### src/rtl/dart_pkg.sv
`default_nettype none
// +----------------------------------------------------------------------------+
// | Module      : dart_pkg                                                     |
// | Description : Shared types and constants for the two-player dart game     |
// |               sequencer: FSM state encoding, winner codes, default point   |
// |               width and starting score, and a player-to-winner helper.     |
// | Revision    : 1.0 - initial release                                        |
// +----------------------------------------------------------------------------+
package dart_pkg;

  // Game sequencer states.
  typedef enum logic [2:0] {
    ST_IDLE      = 3'd0,
    ST_INIT      = 3'd1,
    ST_WAIT_DART = 3'd2,
    ST_LOOKUP    = 3'd3,
    ST_APPLY     = 3'd4,
    ST_TURN_END  = 3'd5,
    ST_RESULT    = 3'd6,
    ST_FINISH    = 3'd7
  } dart_state_e;

  // winner_o encodings.
  localparam logic [1:0] WIN_NONE = 2'b00;
  localparam logic [1:0] WIN_P1   = 2'b01;
  localparam logic [1:0] WIN_P2   = 2'b10;
  localparam logic [1:0] WIN_TIE  = 2'b11;

  // Default configuration.
  localparam int DART_PW          = 9;
  localparam int DART_START_POINT = 501;

  // Map the active-player bit (0 = player 1, 1 = player 2) to a winner code.
  function automatic logic [1:0] win_of_player(input logic player);
    return player ? WIN_P2 : WIN_P1;
  endfunction

endpackage : dart_pkg
`default_nettype wire

### src/rtl/dart_score_bank.sv
`default_nettype none
// +----------------------------------------------------------------------------+
// | Module      : dart_score_bank                                              |
// | Description : Holds both players' remaining points and the turn-start      |
// |               snapshot of the active player. Provides load / subtract /    |
// |               restore / zero controls on the active player's register and  |
// |               the compare flags the sequencer needs for the bust rule.     |
// | Revision    : 1.0 - initial release                                        |
// +----------------------------------------------------------------------------+
// | Ports                                                                      |
// |   clk        in   clock                                                    |
// |   reset      in   asynchronous active-low reset                            |
// |   load_i     in   load both players with START_POINT                       |
// |   snap_i     in   copy active player's points into the turn snapshot       |
// |   sub_i      in   active points -= point_i                                 |
// |   restore_i  in   active points  = turn snapshot                           |
// |   zero_i     in   active points  = 0                                       |
// |   player_i   in   active player (0 = player 1, 1 = player 2)               |
// |   point_i    in   PW   latched dart value                                  |
// |   p1_o/p2_o  out  PW   remaining points of player 1 / player 2             |
// |   gt_o       out  point_i >  active points (bust)                          |
// |   eq_o       out  point_i == active points (exact finish)                  |
// +----------------------------------------------------------------------------+
module dart_score_bank
  import dart_pkg::*;
#(
  parameter int PW          = DART_PW,
  parameter int START_POINT = DART_START_POINT
) (
  input  logic          clk,
  input  logic          reset,
  input  logic          load_i,
  input  logic          snap_i,
  input  logic          sub_i,
  input  logic          restore_i,
  input  logic          zero_i,
  input  logic          player_i,
  input  logic [PW-1:0] point_i,
  output logic [PW-1:0] p1_o,
  output logic [PW-1:0] p2_o,
  output logic          gt_o,
  output logic          eq_o
);

  localparam logic [PW-1:0] START_VAL = PW'(START_POINT);

  logic [PW-1:0] p1_q, p1_d;
  logic [PW-1:0] p2_q, p2_d;
  logic [PW-1:0] ts_q, ts_d;
  logic [PW-1:0] cur;
  logic [PW-1:0] cur_next;

  assign cur  = player_i ? p2_q : p1_q;
  assign gt_o = (point_i >  cur);
  assign eq_o = (point_i == cur);

  always_comb begin
    p1_d     = p1_q;
    p2_d     = p2_q;
    ts_d     = ts_q;
    cur_next = cur;

    if (load_i) begin
      p1_d = START_VAL;
      p2_d = START_VAL;
    end else begin
      // The sequencer only issues sub_i when point_i <= cur, so no wrap.
      if (sub_i)          cur_next = cur - point_i;
      else if (restore_i) cur_next = ts_q;
      else if (zero_i)    cur_next = '0;

      if (sub_i || restore_i || zero_i) begin
        if (player_i) p2_d = cur_next;
        else          p1_d = cur_next;
      end
    end

    if (snap_i) ts_d = cur;
  end

  always_ff @(posedge clk or negedge reset) begin
    if (!reset) begin
      p1_q <= '0;
      p2_q <= '0;
      ts_q <= '0;
    end else begin
      p1_q <= p1_d;
      p2_q <= p2_d;
      ts_q <= ts_d;
    end
  end

  assign p1_o = p1_q;
  assign p2_o = p2_q;

endmodule : dart_score_bank
`default_nettype wire

### src/rtl/dart_turn_ctrl.sv
`default_nettype none
// +----------------------------------------------------------------------------+
// | Module      : dart_turn_ctrl                                               |
// | Description : Two-player dart game sequencer. Accepts dart hits, resolves  |
// |               their point value through a req/ack lookup, applies the      |
// |               multi-dart turn and bust rules and reports turn, bust, game  |
// |               end and winner status.                                       |
// | Options     : ROUND_LIMIT_EN - end the game after MAX_ROUND full rounds;   |
// |               the player with fewer points wins, equal points is a tie.    |
// | Revision    : 1.0 - initial release                                        |
// +----------------------------------------------------------------------------+
// | Ports                                                                      |
// |   clk                  in   clock                                          |
// |   reset                in   asynchronous active-low reset                  |
// |   start_i              in   start a game (IDLE / FINISH only)              |
// |   dart_come_i          in   single-cycle dart-hit strobe                   |
// |   dart_position_x/y_i  in   4  hit coordinates, valid with dart_come_i     |
// |   lut_req_o            out  point lookup request                          |
// |   lut_x_o / lut_y_o    out  4  lookup coordinates, stable during request  |
// |   lut_ack_i            in   lookup done, lut_point_i valid                 |
// |   lut_point_i          in   PW  looked-up point value                      |
// |   active_player_o      out  0 = player 1, 1 = player 2                     |
// |   dart_cnt_o           out  2  darts thrown in the current turn           |
// |   player_1/2_point_o   out  PW  remaining points                          |
// |   turn_done_o          out  end-of-turn pulse                             |
// |   bust_o               out  bust pulse                                    |
// |   game_set_o           out  game-end pulse                                |
// |   winner_o             out  2  00 none, 01 P1, 10 P2, 11 tie              |
// +----------------------------------------------------------------------------+
module dart_turn_ctrl
  import dart_pkg::*;
#(
  parameter int PW             = DART_PW,
  parameter int START_POINT    = DART_START_POINT,
  parameter int DARTS_PER_TURN = 3,
  parameter int MAX_ROUND      = 20
) (
  input  logic          clk,
  input  logic          reset,
  input  logic          start_i,
  input  logic          dart_come_i,
  input  logic [3:0]    dart_position_x_i,
  input  logic [3:0]    dart_position_y_i,
  output logic          lut_req_o,
  output logic [3:0]    lut_x_o,
  output logic [3:0]    lut_y_o,
  input  logic          lut_ack_i,
  input  logic [PW-1:0] lut_point_i,
  output logic          active_player_o,
  output logic [1:0]    dart_cnt_o,
  output logic [PW-1:0] player_1_point_o,
  output logic [PW-1:0] player_2_point_o,
  output logic          turn_done_o,
  output logic          bust_o,
  output logic          game_set_o,
  output logic [1:0]    winner_o
);

  localparam int         RW        = (MAX_ROUND > 1) ? $clog2(MAX_ROUND + 1) : 1;
  localparam logic [1:0] DART_LAST = 2'(DARTS_PER_TURN);

  dart_state_e   state_q, state_d;
  logic [3:0]    x_q, x_d;
  logic [3:0]    y_q, y_d;
  logic [PW-1:0] pt_q, pt_d;
  logic [1:0]    cnt_q, cnt_d;
  logic          player_q, player_d;
  logic [RW-1:0] round_q, round_d;
  logic [1:0]    winner_q, winner_d;
  logic          snap_pend_q, snap_pend_d;

  logic          bank_load, bank_snap, bank_sub, bank_restore, bank_zero;
  logic          pt_gt, pt_eq;
  logic [PW-1:0] p1_pts, p2_pts;
  logic [1:0]    cnt_inc;
  logic [RW-1:0] round_inc;

  assign cnt_inc   = cnt_q + 2'd1;
  assign round_inc = round_q + RW'(1);

  dart_score_bank #(
    .PW          (PW),
    .START_POINT (START_POINT)
  ) u_score_bank (
    .clk       (clk),
    .reset     (reset),
    .load_i    (bank_load),
    .snap_i    (bank_snap),
    .sub_i     (bank_sub),
    .restore_i (bank_restore),
    .zero_i    (bank_zero),
    .player_i  (player_q),
    .point_i   (pt_q),
    .p1_o      (p1_pts),
    .p2_o      (p2_pts),
    .gt_o      (pt_gt),
    .eq_o      (pt_eq)
  );

  always_comb begin
    state_d      = state_q;
    x_d          = x_q;
    y_d          = y_q;
    pt_d         = pt_q;
    cnt_d        = cnt_q;
    player_d     = player_q;
    round_d      = round_q;
    winner_d     = winner_q;
    snap_pend_d  = snap_pend_q;
    bank_load    = 1'b0;
    bank_snap    = 1'b0;
    bank_sub     = 1'b0;
    bank_restore = 1'b0;
    bank_zero    = 1'b0;
    lut_req_o    = 1'b0;
    turn_done_o  = 1'b0;
    bust_o       = 1'b0;
    game_set_o   = 1'b0;

    case (state_q)
      ST_IDLE: begin
        if (start_i) state_d = ST_INIT;
      end

      ST_INIT: begin
        bank_load   = 1'b1;
        winner_d    = WIN_NONE;
        cnt_d       = 2'd0;
        round_d     = '0;
        player_d    = 1'b0;
        snap_pend_d = 1'b1;
        state_d     = ST_WAIT_DART;
      end

      ST_WAIT_DART: begin
        // First cycle of a turn: remember where the turn started so a bust
        // can roll back every dart of this turn.
        if (snap_pend_q) begin
          bank_snap   = 1'b1;
          snap_pend_d = 1'b0;
        end
        if (dart_come_i) begin
          x_d     = dart_position_x_i;
          y_d     = dart_position_y_i;
          state_d = ST_LOOKUP;
        end
      end

      ST_LOOKUP: begin
        lut_req_o = 1'b1;
        if (lut_ack_i) begin
          pt_d    = lut_point_i;
          state_d = ST_APPLY;
        end
      end

      ST_APPLY: begin
        if (pt_gt) begin
          bank_restore = 1'b1;
          bust_o       = 1'b1;
          state_d      = ST_TURN_END;
        end else if (pt_eq) begin
          bank_zero = 1'b1;
          winner_d  = win_of_player(player_q);
          state_d   = ST_RESULT;
        end else begin
          bank_sub = 1'b1;
          cnt_d    = cnt_inc;
          state_d  = (cnt_inc == DART_LAST) ? ST_TURN_END : ST_WAIT_DART;
        end
      end

      ST_TURN_END: begin
        turn_done_o = 1'b1;
        cnt_d       = 2'd0;
        player_d    = ~player_q;
        snap_pend_d = 1'b1;
        state_d     = ST_WAIT_DART;
        // A round completes when player 2 hands back to player 1.
        if (player_q) begin
          round_d = round_inc;
`ifdef ROUND_LIMIT_EN
          if (round_inc == RW'(MAX_ROUND)) begin
            state_d = ST_RESULT;
            if (p1_pts < p2_pts)      winner_d = WIN_P1;
            else if (p2_pts < p1_pts) winner_d = WIN_P2;
            else                      winner_d = WIN_TIE;
          end
`endif
        end
      end

      ST_RESULT: begin
        game_set_o = 1'b1;
        state_d    = ST_FINISH;
      end

      ST_FINISH: begin
        if (start_i) state_d = ST_INIT;
      end

      default: state_d = ST_IDLE;
    endcase
  end

  always_ff @(posedge clk or negedge reset) begin
    if (!reset) begin
      state_q     <= ST_IDLE;
      x_q         <= 4'd0;
      y_q         <= 4'd0;
      pt_q        <= '0;
      cnt_q       <= 2'd0;
      player_q    <= 1'b0;
      round_q     <= '0;
      winner_q    <= WIN_NONE;
      snap_pend_q <= 1'b0;
    end else begin
      state_q     <= state_d;
      x_q         <= x_d;
      y_q         <= y_d;
      pt_q        <= pt_d;
      cnt_q       <= cnt_d;
      player_q    <= player_d;
      round_q     <= round_d;
      winner_q    <= winner_d;
      snap_pend_q <= snap_pend_d;
    end
  end

  assign lut_x_o          = x_q;
  assign lut_y_o          = y_q;
  assign active_player_o  = player_q;
  assign dart_cnt_o       = cnt_q;
  assign player_1_point_o = p1_pts;
  assign player_2_point_o = p2_pts;
  assign winner_o         = winner_q;

endmodule : dart_turn_ctrl
`default_nettype wire

### config.mk
export PLATFORM = sky130hd
export DESIGN_NAME = dart_turn_ctrl
export DESIGN_NICKNAME = d
export VERILOG_FILES = /design/src/rtl/dart_pkg.sv /design/src/rtl/dart_score_bank.sv /design/src/rtl/dart_turn_ctrl.sv
export SDC_FILE = /design/constraint.sdc
export NUM_CORES = 1
export LEC_CHECK = 0
export ABC_AREA = 1
export BUFFER_PORTS_ARGS = -buffer_cell sky130_fd_sc_hd__clkbuf_2
export CAP_MARGIN = 20
export CORE_ASPECT_RATIO = 1.2
export CORE_MARGIN = 8
export CORE_UTILIZATION = 60
export CTS_CLUSTER_DIAMETER = 150
export DETAILED_ROUTE_END_ITERATION = 6
export PLACE_DENSITY = 0.85
export SLEW_MARGIN = 20
export SYNTH_ARGS = -nofsm -noshare
export SYNTH_HDL_FRONTEND = slang
export SYNTH_SLANG_ARGS = --single-unit
### constraint.sdc
create_clock -name clk -period 7.4 [get_ports clk]
set_clock_uncertainty 0.2 [all_clocks]
set_input_delay 1.48 -clock clk [delete_from_list [all_inputs] [get_ports clk]]
set_output_delay 1.48 -clock clk [all_outputs]
set_load 0.01 [all_outputs]
# == After elaboration in Yosys (flattened, before gate mapping) ==
# Cells that the tools add are included.
# totals
input_bits,22
reg_bits,53
out_inout_bits,35
elab_cells,89
# op_classes
bitwise,1
n_eq_ne,16
mux,40
reduce_logical,18
add_sub_neg,2
n_lt_le_gt_ge,1
# op_table
op,count
9-bit 2-to-1 mux,10
3-bit 2-to-1 mux,6
3-bit case mux with 6 select lines,1
1-bit 2-to-1 mux,14
"3-bit equality test, second input constant",4
2-bit nonzero test,6
2-bit 2-to-1 mux,5
"2-bit != test, second input constant",5
9-bit equality test,1
9-bit > comparator,1
3-bit AND reduction,3
9-bit subtractor,1
2-bit case mux with 2 select lines,2
2-bit AND reduction,4
"3-bit by 2-bit equality test with 1-bit output, second input constant",2
"2-bit by 1-bit != test with 1-bit output, second input constant",2
1-bit case mux with 2 select lines,2
2-bit OR reduction,2
"3-bit by 1-bit equality test with 1-bit output, second input constant",1
3-bit zero test,1
"2-bit by 1-bit adder with 2-bit output, second input constant",1
"2-bit equality test, second input constant",1
1-bit logical OR,2
1-bit inverter,1

# == Longest topological paths before layout ==
# Gate-level depths: netlist (run 1).
# logic_depth
word_depth,11
mapped_depth,17

# == Cells and area by module ==
# Synthesis (run 1) repeated with hierarchy kept, for this count alone.
# hier_totals
hier_cells,452
area_unflattened_um2,3254.4
# by_module_without_submodules
mod,seq_area_each_um2,area_per_inst_um2,instances,cells_each
dart_score_bank,675.6,1913.1,1,275
dart_turn_ctrl,650.6,1341.3,1,177

# == Least setup slack after synthesis (run 1) ==
# OpenSTA, ideal clock, no wires.
# synth_timing
path_type,register to output
from,"register player_q, in the netlist active_player_o"
to,output port bust_o
path_stages_with_launch,11
n_path_buf,1
slack_ns,3.770
t_arrival_ns,1.950
cell_sequence,dfrtp_1 -> inv_1 -> clkbuf_1 -> nand2_1 -> nand2_1 -> ha_1 -> nand2_1 -> inv_1 -> a21oi_4 -> nand3_4 -> nor2_8
# synth_via
elab_chain_cells,4
# synth_lines
item,line,rtl
start: declaration,dart_turn_ctrl.sv:67,"logic player_q, player_d;"
start signal: assignment,dart_turn_ctrl.sv:223,player_q <= player_d;
9-bit 2-to-1 mux,dart_score_bank.sv:53,assign cur = player_i ? p2_q : p1_q;
net u_score_bank.cur[8],dart_score_bank.sv:50,logic [PW-1:0] cur;
9-bit > comparator,dart_score_bank.sv:54,assign gt_o = (point_i > cur);
1-bit 2-to-1 mux,dart_turn_ctrl.sv:158,if (pt_gt) begin
1-bit 2-to-1 mux,dart_turn_ctrl.sv:120,case (state_q)
end: declaration,dart_turn_ctrl.sv:54,"output logic bust_o,"
# The timed path passes the listed nets, and every way through them passes these cells.

# == Final worst setup path (run 1) ==
# Same ends and word-level chain as after synthesis.

==> impl_results.md, run 1 <==
- Status: finished clean
- Mux cell area share after synthesis: 0.03335
- Total global routing track utilization: 0.1985
- Final Max Tran Viols: 0
- Post_cts resized: 0
- Sequential fraction of the synthesis area: 0.4364
- Synth warnings: 0
- Count of state elements after synthesis: 53
- Pin count of the biggest net entering global routing: 54
- Synth top area share: 0.4364
- Ant diodes: 0
- Avg Cell Area, Syn: 7.733 um2
- Final non-filler cell total: 511
- WP data arrival: 2650 ps
- CTS tree: done
- Yosys top cell by area: dfrtp_1
- Crit end category: output pin
- Post-DP HPWL: 5661 um
- Max Buffers Root-to-Sink: 2
- Tcrit/Tclk final: 0.5855
- Largest family of logic cells by synthesized area: simple AND/OR/NAND/NOR gates
- Synth Flop Type: dfrtp_1
- Initial antenna violation count: 0
- Area Overhead vs Synth: 14.29%
- Sink Count: 53
- Core area: 4905 um2
- Grt met3 use: 0.03065
- Share of cells above drive strength 1: 0.2084
- # port buffers: 56
- Max-Cap Viols: 0
- Post-synth EDFFs: 0
- Fmax: 230.8 MHz
- Power Density: 476.6 nW/um2
- GRT Residual Overflow: 0
- Initial Utilization: 0.6196
- RSZ-0062 raised after global routing: false
- Worst-path clk slew: 100 ps
- Top Usage Layer GRT: met2
- Inserted Clock Buffers: 5
- Post-synthesis compound-gate area fraction: 0.08522
- Worst-path maximum fanout: 12
- CTS hold repair buffers: 0
- Worst Tran Pin Value: 689.4 ps
- Post-synthesis cell area: 3039 um2
- Post-Route WL: 7177 um
- Final setup fails: 0
- Top cells by area, synth: dfrtp_1 (44%), nand2_1 (18%), inv_1 (4.4%)
- Final period demand of the worst path: 4333 ps
- Hold crit path type: reg2reg
- Async SR Flop Fraction: 1.000
- Number of global-route vias before repair: 2770
- Post-Synth Adder-Cell Area: 0.04776
- Critical path launch point type: flip-flop
- Global placer's final weighted congestion: 0.9078
- Hold WS: 293.0 ps
- Simple-Gate Fraction of Synth Area: 0.3236
- Reg2reg setup slack: 4250 ps
- Net Count, Synth: 426
- Drt pass-1 iters: 4
- H-tree levels: 2
- Final hold vios: 0
- Gate Count Post-Synth: 393
- DRC: 0
- Met2 GRT Util: 0.3382
- Required @ worst endpoint: 5720 ps
- Max_slew headroom: 0.5389
- Antenna-violating nets left: 0
- Peak supply drop: 0.0002687 V
- Synth unique cells: 32
- Skew-Pair Late Insertion Delay: 310 ps
- Setup CP Type: reg2out
- CTS root buf: clkbuf_8
- Starting DRT DRC Count: 247
- Post-CTS setup repair buffer count: 0
- Leakage power total: 1.928 nW
- Routed vias/inst: 5.323
- Avg WL per Cell: 14.05 um
- Post-synthesis xor/xnor area fraction: 0.008646
- Nets: 484
- Die area: 7608 um2
- Met1 Use GR: 0.2459
- Core Util, Final: 0.7082
- Die height: 93.97 um
- Die width: 80.97 um
- Rows: 28
- Cells after DPL: 504
- Top Ports: 57
- Vias: 2720
- First-pass GRT wire length: 12290 um
- Setup TNS: 0 ps
[layout make-up]
class	instances	area [um2]
Clock inverter	2	38.79
Clock buffer	5	68.82
Timing Repair Buffer	57	287.8
Multi-Input combinational cell	291	1515
Inverter	43	161.4
Fill cell	402	1431
Sequential cell	53	1326
Tap cell	60	75.07
[layout by cell type (no fill, tap or decap), types with 4 or more instances in the layout]
cell / n
a21oi_1: 19
a31oi_1: 10
clkbuf_2: 56
clkbuf_8: 5
dfrtp_1: 53
ha_1: 10
inv_1: 36
inv_2: 7
mux2_2: 9
nand2_1: 149
nand2_2: 4
nand3_1: 19
nand4_1: 8
nor2_1: 32
o21ai_0: 11
[kinds of logic after synthesis]
group	Yosys count
adders and majority gates	11
xor gates and xnor gates	3
DFF	53
and+or+nand+nor	223
muxes	9
buffers and inverters	49
AOI/OAI and AO/OA	45
[where the power goes]
part	internal, mW	leakage, nW	switching [mW]
sequential	0.423	0.641	0.0987
clock	0.100	0.0546	0.0974
combinational	0.335	1.23	0.601
[sequential cells by signal, indices dropped and copies added, names as in the netlist]
register,flops
pt_q,9
u_score_bank.p1_o,9
u_score_bank.ts_q,9
state_q,3
u_score_bank.p2_o,9
snap_pend_q,1
winner_o,2
dart_cnt_o,2
lut_y_o,4
lut_x_o,4
active_player_o,1
[Yosys cell counts, drive strengths merged, types with 2 or more instances]
master  count
nand2     153
dfrtp      53
inv        43
nor2       35
nand3      22
a21oi      20
o21ai      11
a31oi      10
ha         10
mux2        9
nand4       8
buf         4
nor3        3
xor2        3
clkbuf      2
o21a        2
[through the flow]
step	worst slack, ps	total power [mW]	instance area, um2
after CTS	3065	1.659	3473
final	3067	1.656	3473
after detailed placement	3406	1.455	3366
after global placement	3492	1.425	3366
after floorplan	3770	1.199	3039
after global routing	2783	1.805	3473
[critical path, cell delays in order (launching register included)]
cell      delay (ps)
dfrtp_1          540
inv_1            250
nand2_1          140
nand2_1           80
ha_1             350
nand2_1          150
inv_1             90
a21oi_4          210
nand3_4          200
nor2_8           180
clkbuf_2         150
[per-layer routing]
| metal | vias up | wire, um |
|---|---|---|
| li1 | 1375 | - |
| met4 | 0 | 156 |
| met3 | 12 | 330 |
| met2 | 77 | 3590 |
| met1 | 1256 | 3100 |
| met5 | - | 0 |
[worst paths after layout]
check                                             from                          endpoint  cells past startpoint
setup / recovery           active_player_o$_DFFE_PN0N_                            bust_o                     10
hold / removal                 winner_o[1]$_DFFE_PN0P_           winner_o[1]$_DFFE_PN0P_                      2
setup reg to reg           active_player_o$_DFFE_PN0N_  u_score_bank.p1_o[6]$_DFFE_PN0P_                     15
hold reg to reg                winner_o[1]$_DFFE_PN0P_           winner_o[1]$_DFFE_PN0P_                      2
max in group asynchronous                        reset  u_score_bank.p2_o[0]$_DFFE_PN0P_                      2
min in group asynchronous                        reset  u_score_bank.p1_o[5]$_DFFE_PN0P_                      2
No activity file was read; power rests on OpenSTA's default activity.
==> run 2, diff against run 1 <==
--- a/config.mk
+++ b/config.mk
@@ -10,10 +10,10 @@
 export CAP_MARGIN = 20
 export CORE_ASPECT_RATIO = 1.2
 export CORE_MARGIN = 8
-export CORE_UTILIZATION = 60
+export CORE_UTILIZATION = 56
 export CTS_CLUSTER_DIAMETER = 150
 export DETAILED_ROUTE_END_ITERATION = 6
-export PLACE_DENSITY = 0.85
+export PLACE_DENSITY = 0.8
 export SLEW_MARGIN = 20
 export SYNTH_ARGS = -nofsm -noshare
 export SYNTH_HDL_FRONTEND = slang
==> constraint.sdc (replaced) <==
create_clock -name clk -period 4.4 [get_ports clk]
set_clock_uncertainty 0.2 [all_clocks]
set_input_delay 0.88 -clock clk [delete_from_list [all_inputs] [get_ports clk]]
set_output_delay 0.88 -clock clk [all_outputs]
set_load 0.01 [all_outputs]
==> impl_results.md, run 2 (synthesis gave the netlist of run 1 again) <==
- Initial antenna violation count: 0 (unchanged)
- Combinational share of power: 0.560 (-0.005)
- Skew-Pair Late Insertion Delay: 320 ps (about the same)
- Power Density: 804.0 nW/um2 (+69%)
- Crit end category: output pin
- Most common cell after layout, fill and taps aside: nand2_1
- Combined flip-flop and latch cell area: 1326 um2 (unchanged)
- Area Overhead vs Synth: 14.66%
- Switch Pwr: 1.354 mW (+70%)
- Switching Fraction: 0.4833 (+0.001873)
- Post_cts resized: 0 (unchanged)
- Setup CP Type: reg2out
- Vias: 2715 (-0.18%)
- DRC: 0 (unchanged)
- Multi-input logic area: 1515 um2 (unchanged)
- Fmax: 267.2 MHz
- Post-DP HPWL: 5779 um (+2.1%)
- Routed vias/inst: 5.282 (-0.77%)
- Worst-path maximum fanout: 12 (unchanged)
- Die height: 96.70 um (+2.9%)
- Max_slew headroom: 0.5273 (-0.01163)
- Sink Count: 53 (unchanged)
- Final hold vios: 0 (unchanged)
- Antenna-violating nets left: 0 (unchanged)
- Total global routing track utilization: 0.1760 (-0.02249)
- Number of global-route vias before repair: 2641 (-4.7%)
- Max Buffers Root-to-Sink: 2 (unchanged)
- CP peak stage delay: 540 ps (about the same)
- Clock power frac: 0.127 (+0.008)
- Share of power burned in registers: 0.313 (-0.002)
- Global placer's final weighted congestion: 0.8910 (-1.9%)
- Most frequent cells in the layout: nand2_1 (149), clkbuf_2 (56), dfrtp_1 (53)
- Core Util, Final: 0.6623 (-0.04586)
- Final Max Tran Viols: 0 (unchanged)
- CTS hold repair buffers: 0 (unchanged)
- Final non-filler cell total: 514 (+0.59%)
- Drt pass-1 iters: 4 (unchanged)
- Critical hold path startpoint: winner_o[1]$_DFFE_PN0P_
- Nets: 484 (unchanged)
- Slowest CP cell: dfrtp_1
- WP data arrival: 2660 ps (about the same)
- Status: finished clean
- Worst-path clk slew: 100 ps (about the same)
- Worst Tran Pin Value: 706.8 ps (+17.39 ps)
- Hold crit path type: reg2reg
- RSZ-0062 raised after global routing: false
- Avg WL per Cell: 13.93 um (-0.79%)
- Die area: 8050 um2 (+5.8%)
- Initial Utilization: 0.5776 (-0.04200)
- Ant diodes: 0 (unchanged)
- H-tree levels: 2 (unchanged)
- Pin count of the biggest net entering global routing: 28 (-48%)
- Internal power: 1.448 mW (+69%)
- Crit-path most repeated cell: nand2_1
- Peak supply drop: 0.0004373 V (+63%)
- CTS tree: done
- Post-CTS setup repair buffer count: 0 (unchanged)
- Starting DRT DRC Count: 152 (-38%)
- Share of cells above drive strength 1: 0.2102 (+0.001751)
- Fillers: 453 (+13%)
- # port buffers: 56 (unchanged)
- Crit path cell chain: inv_1 -> nand2_1 -> nand2_1 -> ha_1 -> nand2_1 -> inv_1 -> a21oi_4 -> nand3_4 -> nor2_8 -> clkbuf_2
- Buf/Inv on CP: 3 (unchanged)
- Required @ worst endpoint: 3320 ps (-2400 ps)
- Leakage power total: 1.933 nW (+0.23%)
- Post-Route WL: 7162 um (-0.21%)
- RR Startpoint: active_player_o$_DFFE_PN0N_
- CTS root buf: clkbuf_8
- Top Ports: 57 (unchanged)
- Inserted Clock Buffers: 5 (unchanged)
- Final setup fails: 0 (unchanged)
- GRT Residual Overflow: 0 (unchanged)
- Crit. Startpoint: active_player_o$_DFFE_PN0N_
- Max-Cap Viols: 0 (unchanged)
- Rows: 29 (+3.6%)
- First-pass GRT wire length: 12210 um (-0.67%)
- Critical path launch point type: flip-flop
- Tcrit/Tclk final: 0.8505
- Cells after DPL: 506 (+0.40%)
- Final period demand of the worst path: 3742 ps
- CP delay by family, top: simple AND/OR/NAND/NOR gates
- Die width: 83.25 um (+2.8%)
- Setup TNS: 0 ps (unchanged)
- Core area: 5261 um2 (+7.3%)
==> run 2: cell types whose count changed in the layout (fill, tap and decap cells not counted) <==
cell and delta:
inv_6 +1
==> run 2: worst paths after layout <==
path | endpoint | slack [ps] | cells past startpoint
setup reg to reg | u_score_bank.p2_o[6]$_DFFE_PN0P_ | 1240 | 15
hold reg to reg | winner_o[1]$_DFFE_PN0P_ | 310 | 2
hold / removal | winner_o[1]$_DFFE_PN0P_ | 310 | 2
min in group asynchronous | u_score_bank.p1_o[5]$_DFFE_PN0P_ | 360 | 1
setup / recovery | bust_o | 660 | 10
max in group asynchronous | pt_q[2]$_DFFE_PN0P_ | 2850 | 2
==> run 2: layout make-up <==
class | count | share of cell area
clock buffers | 5 | 0.01975
clock inverters | 3 | 0.01364
inverters | 43 | 0.04632
multi-input cells | 291 | 0.4348
flip-flops and latches | 53 | 0.3806
well taps | 62 | 0.02226
repair buffers | 57 | 0.08259
==> run 2: through the flow <==
step                power (mW)  area [um2]  hold WS [ps]  worst slack (ps)
finish                   2.801        3485         311.6             657.8
global route             3.056        3485         344.1             401.9
CTS                      2.813        3485         316.1             657.5
detailed placement       2.457        3368         290.8              1013
global placement         2.410        3368         279.5              1078
floorplan                2.016        3039         284.5              1370
==> run 2: worst register-to-register path: stages (launching register included) <==
cell,delay (ps)
dfrtp_1,540
inv_1,250
or2_2,330
o21ai_0,180
ha_1,220
inv_1,90
fa_1,410
inv_1,100
o21ai_0,160
nand2_1,100
nand2_1,60
xor2_1,150
nand2_1,70
nand2_1,80
nand2_1,70
nand2_1,50
==> run 2: routing by layer <==
metal / global-route usage / vias to the layer above / wire (um)
met3: 0.02517 / 13 / 271
met2: 0.2956 / 61 / 3563
met5: 0 / - / 0
li1: - / 1381 / -
met4: 0.06233 / 0 / 141
met1: 0.2228 / 1260 / 3186
==> run 2: power groups by stage <==
stage	clock network, mW	registers (mW)	logic, mW
global route	0.377	0.905	1.77
floorplan	0	0.891	1.13
CTS	0.359	0.875	1.58
detailed placement	0	0.887	1.57
global placement	0	0.878	1.53
finish	0.354	0.878	1.57
